File: src/rtl/flux_sched_pkg.sv
// Shared types and helpers for the flux round-robin scheduler and its picker.
package flux_sched_pkg;

    typedef enum logic [0:0] {
        IDLE = 1'b0,
        HOLD = 1'b1
    } state_t;

    localparam int unsigned STAT_WIDTH = 16;

    function automatic int unsigned tag_w(input int unsigned flux);
        return $clog2(flux);
    endfunction

endpackage

File: src/rtl/flux_rr_scheduler_if.sv
// Producer-side and datapath-side signals of one shared tagged write port.
interface flux_rr_scheduler_if
    import flux_sched_pkg::*;
#(
    parameter int unsigned DATA_WIDTH = 8,
    parameter int unsigned FLUX       = 4
);
    localparam int unsigned TAG_WIDTH = tag_w(FLUX);

    logic [FLUX*DATA_WIDTH-1:0]      req_din;
    logic [FLUX-1:0]                 req_valid;
    logic [FLUX-1:0]                 req_ready;
    logic [DATA_WIDTH+TAG_WIDTH-1:0] out_din;
    logic                            out_write;
    logic [FLUX-1:0]                 out_full;

    // Environment side: producers plus the downstream datapath.
    modport master (
        output req_din,
        output req_valid,
        output out_full,
        input  req_ready,
        input  out_din,
        input  out_write
    );

    // Scheduler side.
    modport slave (
        input  req_din,
        input  req_valid,
        input  out_full,
        output req_ready,
        output out_din,
        output out_write
    );

endinterface

File: src/rtl/rr_priority_picker.sv
// Combinational rotate-scan: first set bit of elig starting at ptr, wrapping modulo N.
module rr_priority_picker
    import flux_sched_pkg::*;
#(
    parameter  int unsigned N = 4,
    localparam int unsigned W = tag_w(N)
) (
    input  logic [N-1:0] elig,
    input  logic [W-1:0] ptr,
    output logic         found,
    output logic [W-1:0] idx
);

    int unsigned pos;

    // Scan from the far end back to ptr so the closest candidate is written last.
    always_comb begin
        found = 1'b0;
        idx   = ptr;
        pos   = 0;
        for (int k = int'(N) - 1; k >= 0; k--) begin
            pos = 32'(ptr) + 32'(k);
            if (pos >= N) begin
                pos = pos - N;
            end
            if (elig[pos]) begin
                found = 1'b1;
                idx   = W'(pos);
            end
        end
    end

endmodule

File: src/rtl/flux_rr_scheduler.sv
// Round-robin scheduler with burst quantum sharing one tagged write port among FLUX producers.
// Optional per-flux beat/stall counters are built when FLUX_SCHED_STATS_EN is defined.
module flux_rr_scheduler
    import flux_sched_pkg::*;
#(
    parameter int unsigned DATA_WIDTH = 8,
    parameter int unsigned FLUX       = 4,
    parameter int unsigned BURST      = 4
) (
    input logic               clk,
    input logic               rst,
    flux_rr_scheduler_if.slave bus
`ifdef FLUX_SCHED_STATS_EN
    ,
    output logic [FLUX*STAT_WIDTH-1:0] stat_beats,
    output logic [FLUX*STAT_WIDTH-1:0] stat_stall
`endif
);

    localparam int unsigned TAG_WIDTH = tag_w(FLUX);
    localparam logic [7:0]  BURST_CNT = 8'(BURST);

    if (FLUX < 2 || FLUX > 16) begin : g_bad_flux
        $error("FLUX out of range 2..16");
    end
    if (BURST < 1 || BURST > 255) begin : g_bad_burst
        $error("BURST out of range 1..255");
    end

    state_t                 state_q, state_d;
    logic [TAG_WIDTH-1:0]   ptr_q, ptr_d;
    logic [TAG_WIDTH-1:0]   holder_q, holder_d;
    logic [7:0]             cnt_q, cnt_d;

    logic [FLUX-1:0]        elig;
    logic                   pick_found;
    logic [TAG_WIDTH-1:0]   pick_idx;
    logic                   hold_ok;
    logic                   grant;
    logic                   grant_ok;
    logic [TAG_WIDTH-1:0]   winner;
    logic [FLUX-1:0]        ready;
    logic [DATA_WIDTH-1:0]  payload;

    assign elig = bus.req_valid & ~bus.out_full;

    rr_priority_picker #(
        .N(FLUX)
    ) u_picker (
        .elig (elig),
        .ptr  (ptr_q),
        .found(pick_found),
        .idx  (pick_idx)
    );

    // A released holder re-arbitrates in the same cycle, so quantum expiry costs no bubble.
    always_comb begin
        state_d  = state_q;
        ptr_d    = ptr_q;
        holder_d = holder_q;
        cnt_d    = cnt_q;
        grant    = 1'b0;
        winner   = holder_q;
        hold_ok  = (state_q == HOLD) && elig[holder_q] && (cnt_q < BURST_CNT);

        if (hold_ok) begin
            grant = 1'b1;
            cnt_d = cnt_q + 8'd1;
        end else if (pick_found) begin
            grant    = 1'b1;
            winner   = pick_idx;
            state_d  = HOLD;
            holder_d = pick_idx;
            cnt_d    = 8'd1;
            if (pick_idx == TAG_WIDTH'(FLUX - 1)) begin
                ptr_d = '0;
            end else begin
                ptr_d = pick_idx + 1'b1;
            end
        end else begin
            state_d = IDLE;
        end
    end

    always_ff @(posedge clk) begin
        if (!rst) begin
            state_q  <= IDLE;
            ptr_q    <= '0;
            holder_q <= '0;
            cnt_q    <= '0;
        end else begin
            state_q  <= state_d;
            ptr_q    <= ptr_d;
            holder_q <= holder_d;
            cnt_q    <= cnt_d;
        end
    end

    // Nothing is consumed while reset is asserted.
    assign grant_ok = rst && grant;

    always_comb begin
        ready   = '0;
        payload = '0;
        for (int unsigned i = 0; i < FLUX; i++) begin
            if (winner == TAG_WIDTH'(i)) begin
                ready[i] = grant_ok;
                payload  = bus.req_din[i*DATA_WIDTH +: DATA_WIDTH];
            end
        end
    end

    assign bus.req_ready = ready;
    assign bus.out_write = grant_ok;
    assign bus.out_din   = grant_ok ? {winner, payload} : '0;

`ifdef FLUX_SCHED_STATS_EN
    for (genvar g = 0; g < FLUX; g++) begin : g_stat
        logic [STAT_WIDTH-1:0] beats_q;
        logic [STAT_WIDTH-1:0] stall_q;

        always_ff @(posedge clk) begin
            if (!rst) begin
                beats_q <= '0;
                stall_q <= '0;
            end else begin
                if (ready[g] && (beats_q != '1)) begin
                    beats_q <= beats_q + STAT_WIDTH'(1);
                end
                if (bus.req_valid[g] && bus.out_full[g] && (stall_q != '1)) begin
                    stall_q <= stall_q + STAT_WIDTH'(1);
                end
            end
        end

        assign stat_beats[g*STAT_WIDTH +: STAT_WIDTH] = beats_q;
        assign stat_stall[g*STAT_WIDTH +: STAT_WIDTH] = stall_q;
    end
`endif

endmodule
File: src/flat_wrapper.sv
// flat-port wrapper written by rule: the top's interface ports become plain ports
module flux_rr_scheduler_flat import flux_sched_pkg::*;
#(
    parameter int unsigned DATA_WIDTH = 8,
    parameter int unsigned FLUX       = 4,
    parameter int unsigned BURST      = 4
)
  (clk, rst, bus_req_din, bus_req_valid, bus_out_full, bus_req_ready, bus_out_din, bus_out_write);
  flux_rr_scheduler_if #(.DATA_WIDTH(DATA_WIDTH), .FLUX(FLUX)) bus_i ();
  input logic clk;
  input logic rst;
  input wire logic [$bits(bus_i.req_din)-1:0] bus_req_din;
  input wire logic [$bits(bus_i.req_valid)-1:0] bus_req_valid;
  input wire logic [$bits(bus_i.out_full)-1:0] bus_out_full;
  output wire logic [$bits(bus_i.req_ready)-1:0] bus_req_ready;
  output wire logic [$bits(bus_i.out_din)-1:0] bus_out_din;
  output wire logic [$bits(bus_i.out_write)-1:0] bus_out_write;
  assign bus_i.req_din = bus_req_din;
  assign bus_i.req_valid = bus_req_valid;
  assign bus_i.out_full = bus_out_full;
  assign bus_req_ready = bus_i.req_ready;
  assign bus_out_din = bus_i.out_din;
  assign bus_out_write = bus_i.out_write;
  flux_rr_scheduler #(.DATA_WIDTH(DATA_WIDTH), .FLUX(FLUX), .BURST(BURST)) u_core (.clk(clk), .rst(rst), .bus(bus_i));
endmodule
File: config.mk
export PLATFORM = sky130hd
export DESIGN_NAME = flux_rr_scheduler_flat
export DESIGN_NICKNAME = d
export VERILOG_FILES = /design/src/rtl/flux_sched_pkg.sv /design/src/rtl/flux_rr_scheduler_if.sv /design/src/rtl/rr_priority_picker.sv /design/src/rtl/flux_rr_scheduler.sv /design/src/flat_wrapper.sv
export SDC_FILE = /design/constraint.sdc
export NUM_CORES = 1
export LEC_CHECK = 0
export ABC_AREA = 1
export CAP_MARGIN = 20
export CORE_UTILIZATION = 39
export CTS_BUF_LIST = sky130_fd_sc_hd__clkbuf_4 sky130_fd_sc_hd__clkbuf_8
export DETAILED_ROUTE_END_ITERATION = 10
export PLACE_DENSITY = 0.85
export SETUP_SLACK_MARGIN = 0.3
export SLEW_MARGIN = 20
export SYNTH_ARGS = -nofsm -noshare
export SYNTH_HDL_FRONTEND = slang
export SYNTH_SLANG_ARGS = --single-unit
File: constraint.sdc
create_clock -name clk -period 2.4 [get_ports clk]
set_clock_uncertainty 0.1 [all_clocks]
set_input_delay 0.48 -clock clk [delete_from_list [all_inputs] [get_ports clk]]
set_output_delay 0.48 -clock clk [all_outputs]
set_load 0.02 [all_outputs]
==> impl_metrics.yaml, run 1 <==
grt:
  grt_max_degree: 11
  use_met2_pct: 63.6
  antenna_found_initial: 0
  grt_pass1_wl_um: 8970
  grt_overflow_total: 0
  grtUsageTotal_pct: 34.6
  met3_usage_pct: 4.15
  busiest_layer: "met2"
  first_global_vias: 1911
  grt_use_met1_pct: 37.9
setup_path:
  cp_data_arrival_time_ps: 2410
  path_common_cell: "nand3_1"
  path_buf_inv: 6
  crit_family: "simple AND/OR/NAND/NOR gates"
  cp_slowest_cell: "clkdlybuf4s15_2"
  critPathMaxStageDelay_ps: 230
  critPathCaptureType: "output port"
  worstSetupStartpointType: "input port"
  critical_path_class: "in2out"
  worstPathRequired_ps: 1820
  crit_path_max_fanout: 6
  crit_chain: "clkdlybuf4s15_2, inv_8, nand3_1, nand3_1, nand3_1, nor2_2, inv_2, nand2_4, inv_2, nand3_4, nand2_8, buf_12, nand3b_1, nand2_2, o21ai_4, buf_6"
outcome:
  status: "finished with violations"
  violations: "negative setup slack"
run:
  cap_violations: 0
clock_tree:
  hold_buffers: 0
  clkSlewWorstSetupHoldPaths_ps: 80
  cts_tree: "built"
  cts.sinks: 13
  numCtsBuffers: 3
  clock_latency_ps: 290
  cts-root-buf: "clkbuf_4"
  ctsHtreeMaxLevel: 1
  cts.path.max_buffers: 2
floorplanning:
  num_io_pins: 57
  dieWidth_um: 59.4
  placementRows: 20
  die_y_um: 59.4
  core_area_mm2: 0.00310
  die_area_mm2: 0.00353
  floorplan.initialDensity_pct: 41.5
timing:
  hold_viol: 0
  finalSetupViolations: 15
  whs_ps: 373
  max_slew.worst_pin.slew_ps: 378
  worst_slack_ps: -588
  slew_headroom_pct: 74.5
  period_share_pct: 124
  grt_setup_unrepaired: "yes"
  fin_setup_tns_ps: -7130
  fmax_ghz: 0.335
  slew_viol_final: 0
  final.min_clock_period_ps: 2990
layout:
  utilization_pct: 86.8
  syn2layout_area_growth_pct: 109
  layout-drive-gt1-share_pct: 51.9
  antennaDiodeCount: 0
  layout.nets: 368
detailed_routing:
  vias_per_cell: 5.39
  firstDrtPassIters: 4
  drc_errors: 0
  antenna_left: 0
  drt-total-wl_um: 6420
  wire_per_inst_um: 17.4
  vias: 1983
  drt_iter0_drc: 176
power_and_ir_drop:
  p_sw_mw: 2.42
  seqPwrFrac_pct: 6.8
  clock_power_share_pct: 3.3
  total_power_mw: 4.73
  p_leak_nw: 1.27
  p_comb_share_pct: 89.9
  power_density_mw_per_mm2: 1760
  ir_drop_mv: 1.07
  internal_power_mw: 2.31
  sw_frac_of_total_pct: 51.2
placement:
  numPortBuffers: 56
  hpwl_um: 3510
  gp_congestion: 0.859
synth:
  syn_inst: 209
  synth_xor_area_share_pct: 0
  netlist_area_mm2: 0.00129
  synth-seq-area-share_pct: 20.2
  syn-num-nets: 252
  synth_simple_gate_area_share_pct: 60.6
  ys_warn_count: 0
  synthMuxAreaShare_pct: 0
  ys_types: 30
  synth-seq-cells: 13
  synth_top_family_by_area: "simple AND/OR/NAND/NOR gates"
  postSynthAreaPerCell_um2: 6.15
  synth-compound-area-share_pct: 7.39
  synth_fa_ha_area_share_pct: 0.973
hold_path:
  hold_path.class: "reg2reg"
power by group through the flow:
stage	clock, mW	sequential [mW]	combinational, mW
final	0.157	0.321	4.25
after global routing	0.160	0.326	4.46
after CTS	0.156	0.316	3.79
after detailed placement	0	0.316	3.08
after global placement	0	0.315	3.01
after floorplan	0	0.307	2.01
logic make-up (layout without fill, tap and decap cells):
| kind of cell | Yosys count | count (layout) |
|---|---|---|
| simple gates | 148 | 149 |
| buf+inv | 31 | 145 |
| fa+ha+maj | 1 | 1 |
| compound gates | 16 | 16 |
| flops | 13 | 13 |
synthesized netlist by cell type, drive strengths merged:
master,count,area [µm²]
nand2,74,339
nor2,31,163
nand3,28,185
inv,27,101
dfxtp,13,260
o21ai,9,52.6
a21oi,5,28.8
nand4,5,31.3
nor3,5,25.0
nand3b,4,30.0
buf,3,33.8
clkbuf,1,3.75
ha,1,12.5
nor4,1,6.26
o211ai,1,7.51
o22ai,1,6.26
cell type report:
class                   instances  area [µm²]
multi-input cells             166        1150
clock buffers                   4        30.0
inverters                      27         149
well taps                      44        55.1
repair buffers                114        1040
fillers                       154         410
flip-flops and latches         13         265
through the flow:
| step | setup slack, ps | instances | instance area [µm²] |
|---|---|---|---|
| 3_3_place_gp | -1260 | 340 | 2310 |
| 2_1_floorplan | -33.3 | 209 | 1470 |
| 3_5_place_dp | -1380 | 340 | 2310 |
| 4_1_cts | -431 | 359 | 2590 |
| 5_1_grt | -672 | 368 | 2690 |
| 6_report | -588 | 368 | 2690 |
routing by layer:
| metal | vias up | wire [µm] |
|---|---|---|
| met5 | - | 0 |
| met4 | 0 | 330 |
| met3 | 31 | 406 |
| met2 | 102 | 3220 |
| met1 | 939 | 2460 |
| li1 | 911 | - |
cell usage in the layout, fill, tap and decap left out, types with 3 or more instances in the layout:
| master | instances |
|---|---|
| clkdlybuf4s50_1 | 33 |
| o21ai_1 | 4 |
| inv_2 | 7 |
| nand2_2 | 25 |
| nand2_4 | 14 |
| buf_12 | 3 |
| nor2_1 | 23 |
| buf_6 | 17 |
| nand3_2 | 11 |
| nor2_4 | 6 |
| o21ai_4 | 3 |
| inv_1 | 14 |
| clkbuf_4 | 4 |
| nand3b_1 | 4 |
| nand3_4 | 4 |
| nand2_1 | 35 |
| a21oi_1 | 4 |
| buf_4 | 53 |
| nand4_1 | 5 |
| nand3_1 | 13 |
| dfxtp_1 | 11 |
final timing paths:
kind	from	endpoint	slack, ps	cells after the start
worst max-delay path	bus_out_full[3]	bus_out_din[7]	-590	16
worst min-delay path	u_core.cnt_q[1]	u_core.cnt_q[1]	370	2
worst max register to register	u_core.ptr_q[0]	u_core.ptr_q[1]	300	14
worst min register to register	u_core.cnt_q[1]	u_core.cnt_q[1]	370	2
sequential cells by signal, indices dropped and copies added, names as in the netlist:
| signal | flops |
|---|---|
| u_core.ptr_q | 2 |
| u_core.cnt_q | 8 |
| u_core.state_q | 1 |
| u_core.holder_q | 2 |
tightest hold or removal path: stages (launching register included):
cell     delay [ps]
dfxtp_1         320
nand2_1          60
a21oi_1          50
repair_timing:
action / 4_1_cts / 5_1_grt
resized for setup: 135 / 17
endpoints found under the hold margin: 0 / 0
endpoints found under the setup margin: 18 / 15
pin swaps: 31 / 12
setup buffers: 14 / 9
gates cloned: 1 / 0
(Power assumes the default switching activity.)
==> run 2, diff against run 1 <==
CORE_UTILIZATION = 40   (was 39)
PLACE_DENSITY = 0.86   (was 0.85)
SYNTH_HIERARCHICAL = 1   (was default)
==> impl_metrics.yaml, run 2 <==
synth:
  synth-seq-cells: 13
  synthFlopType: "dfxtp_1"
  synth_top_cells_by_count: "nand2_1 (67), nor2_1 (29), inv_1 (26), nand3_1 (14), dfxtp_1 (13)"
  synth-seq-area-share_pct: 19.3
  postSynthAreaPerCell_um2: 6.11
  ys_warn_count: 6
  ys_types: 29
  yosysMostFrequentCell: "nand2_1"
  postSynth.asyncResetShare_pct: 0
  synth_fa_ha_area_share_pct: 1.85
  netlist_area_mm2: 0.00135
  synthTopCellsByArea: "dfxtp_1 (19%), nand2_1 (19%), nor2_1 (8.1%)"
  synth_edf_count: 0
  syn-num-nets: 265
  yosysTopAreaCell: "dfxtp_1"
  synthMuxAreaShare_pct: 0
  synth_top_area_share_pct: 19.3
  synth_top_family_by_area: "simple AND/OR/NAND/NOR gates"
  synth_xor_area_share_pct: 0
  synth_simple_gate_area_share_pct: 54.9
  syn_inst: 221
  synth-compound-area-share_pct: 10.9
hold_path:
  hold_path.class: "reg2reg"
  holdPathStages: 2
setup_path:
  critPathMaxStageDelay_ps: 390
  critical_path_class: "reg2out"
  worstPathRequired_ps: 1820
  crit_family: "simple AND/OR/NAND/NOR gates"
  worstSetupPathDepth: 17
  worstRegToRegCells: 14
  cp_slowest_cell: "dfxtp_4"
  crit_path_max_fanout: 7
  cp_data_arrival_time_ps: 2650
  crit_chain: "inv_4, nand2_1, nand2_2, nand2_2, nand2_1, o21bai_4, a21boi_2, or2_4, o21ai_4, buf_4, nand2_2, nand2_4, buf_4, nand3b_1, nand2_1, o21ai_4, buf_6"
  path_buf_inv: 4
  worstSetupStartpointType: "flop"
  critPathCaptureType: "output port"
detailed_routing:
  vias_per_cell: 5.28
  drt_iter0_drc: 111
  firstDrtPassIters: 5
  drt-total-wl_um: 5760
  wire_per_inst_um: 15.9
  vias: 1911
  antenna_left: 0
  drc_errors: 0
timing:
  slew_headroom_pct: 80.2
  fmax_ghz: 0.309
  final.min_clock_period_ps: 3230
  grt_setup_unrepaired: "yes"
  slew_viol_final: 0
  whs_ps: 343
  finalSetupViolations: 15
  hold_viol: 0
  fin_setup_tns_ps: -10410
  period_share_pct: 135
  worst_slack_ps: -834
  max_slew.worst_pin.slew_ps: 297
power_and_ir_drop:
  internal_power_mw: 2.45
  power_density_mw_per_mm2: 1880
  total_power_mw: 5.03
  p_comb_share_pct: 90.8
  sw_frac_of_total_pct: 51.3
  seqPwrFrac_pct: 6.5
  clock_power_share_pct: 2.7
  p_leak_nw: 1.23
  p_sw_mw: 2.58
  ir_drop_mv: 1.35
placement:
  numPortBuffers: 56
  hpwl_um: 3310
  placed_area_mm2: 0.00227
  pre_cts_slack_ps: -1530
  gp_congestion: 0.914
  dp.cells: 346
layout:
  layout-drive-gt1-share_pct: 53.1
  largest_reg_flops: 8
  antennaDiodeCount: 0
  n_fill_cell: 170
  largest_register: "u_core/cnt_q"
  layout.nets: 363
  utilization_pct: 85.2
  final_cell_mix: "clkdlybuf4s50_1 (33), buf_4 (33), nand2_1 (33)"
  stdcell_area_mm2: 0.00267
  syn2layout_area_growth_pct: 97.3
  largestRegisters: "u_core/cnt_q: 8 flops, u_core/holder_q: 2 flops, u_core/ptr_q: 2 flops"
  final-instance-count-excl-fill: 362
clock_tree:
  ctsHtreeMaxLevel: 1
  cts.path.max_buffers: 2
  cts_tree: "built"
  cts.sinks: 13
  numCtsBuffers: 3
  cts-root-buf: "clkbuf_4"
  hold_buffers: 0
  clock_latency_ps: 260
  clkSlewWorstSetupHoldPaths_ps: 70
outcome:
  status: "finished with violations"
  violations: "negative setup slack"
floorplanning:
  placementRows: 20
  floorplan.initialDensity_pct: 43.2
  core_area_mm2: 0.00313
  dieWidth_um: 60.1
  num_io_pins: 57
  die_y_um: 60.1
  die_area_mm2: 0.00361
grt:
  grt_pass1_wl_um: 6990
  first_global_vias: 1667
  grt_max_degree: 10
  antenna_found_initial: 0
  grt_overflow_total: 0
  grtUsageTotal_pct: 25.4
run:
  cap_violations: 0
## run 2: cell types whose count changed in the layout (fill, tap and decap cells not counted), sizes merged, moves of 2 or more
| cell | before | now |
|---|---|---|
| clkinv | 0 | 2 |
| buf | 75 | 63 |
| nand3 | 28 | 19 |
| clkdlybuf4s15 | 3 | 0 |
| inv | 27 | 31 |
| nand3b | 4 | 7 |
| o21ai | 9 | 17 |
| a21oi | 5 | 1 |
| nand2 | 75 | 78 |
## run 2: power by group through the flow
stage	sequential, mW	clock [mW]	combinational (mW)
finish	0.328	0.137	4.56
global route	0.330	0.154	4.86
CTS	0.312	0.144	3.73
detailed placement	0.322	0	3.29
global placement	0.320	0	3.23
floorplan	0.297	0	2.19
## run 2: logic make-up (layout without fill, tap and decap cells)
family / count (synthesis) / count (layout)
AO/OA/AOI/OAI: 22 / 22
adder cells (fa/ha/maj): 2 / 2
buffers and inverters: 37 / 134
flip-flops: 13 / 13
AND/OR/NAND/NOR: 147 / 147
## run 2: repair_timing
action | CTS | global route
endpoints found under the hold margin | 0 | 0
resized for setup | 146 | 63
setup endpoints to repair | 22 | 19
pin swaps | 25 | 51
setup buffers | 7 | 5
## run 2: final cells by class
type	instances	area, µm²	share of cell area, %
clock buffers	4	30.0	1.13
flip-flops and latches	13	268	10.0
multi-input cells	171	1250	46.9
repair buffers	97	917	34.4
well taps	44	55.1	2.06
inverters	33	146	5.49
## run 2: worst reg2reg max path, delay by kind of cell, from the launching register on
kind	cells	cell delay [ps]
flops	1	380
simple gates	6	710
buf+inv	4	510
compound gates	4	460
## run 2: layer usage
metal | track usage, % | wire, µm | share of wire [%]
met1 | 31.3 | 2290 | 40
met2 | 46.5 | 2990 | 52
met3 | 2.16 | 261 | 4.5
met4 | 6.64 | 223 | 3.9
met5 | 0 | 0 | 0
## run 2: final timing paths
| kind | start | end | slack (ps) |
|---|---|---|---|
| worst min-delay path | u_core/cnt_q[7] | u_core/cnt_q[7] | 340 |
| worst max-delay path | u_core/ptr_q[1] | bus_out_din[5] | -830 |
| worst min register to register | u_core/cnt_q[7] | u_core/cnt_q[7] | 340 |
| worst max register to register | u_core/ptr_q[0] | u_core/holder_q[1] | 120 |
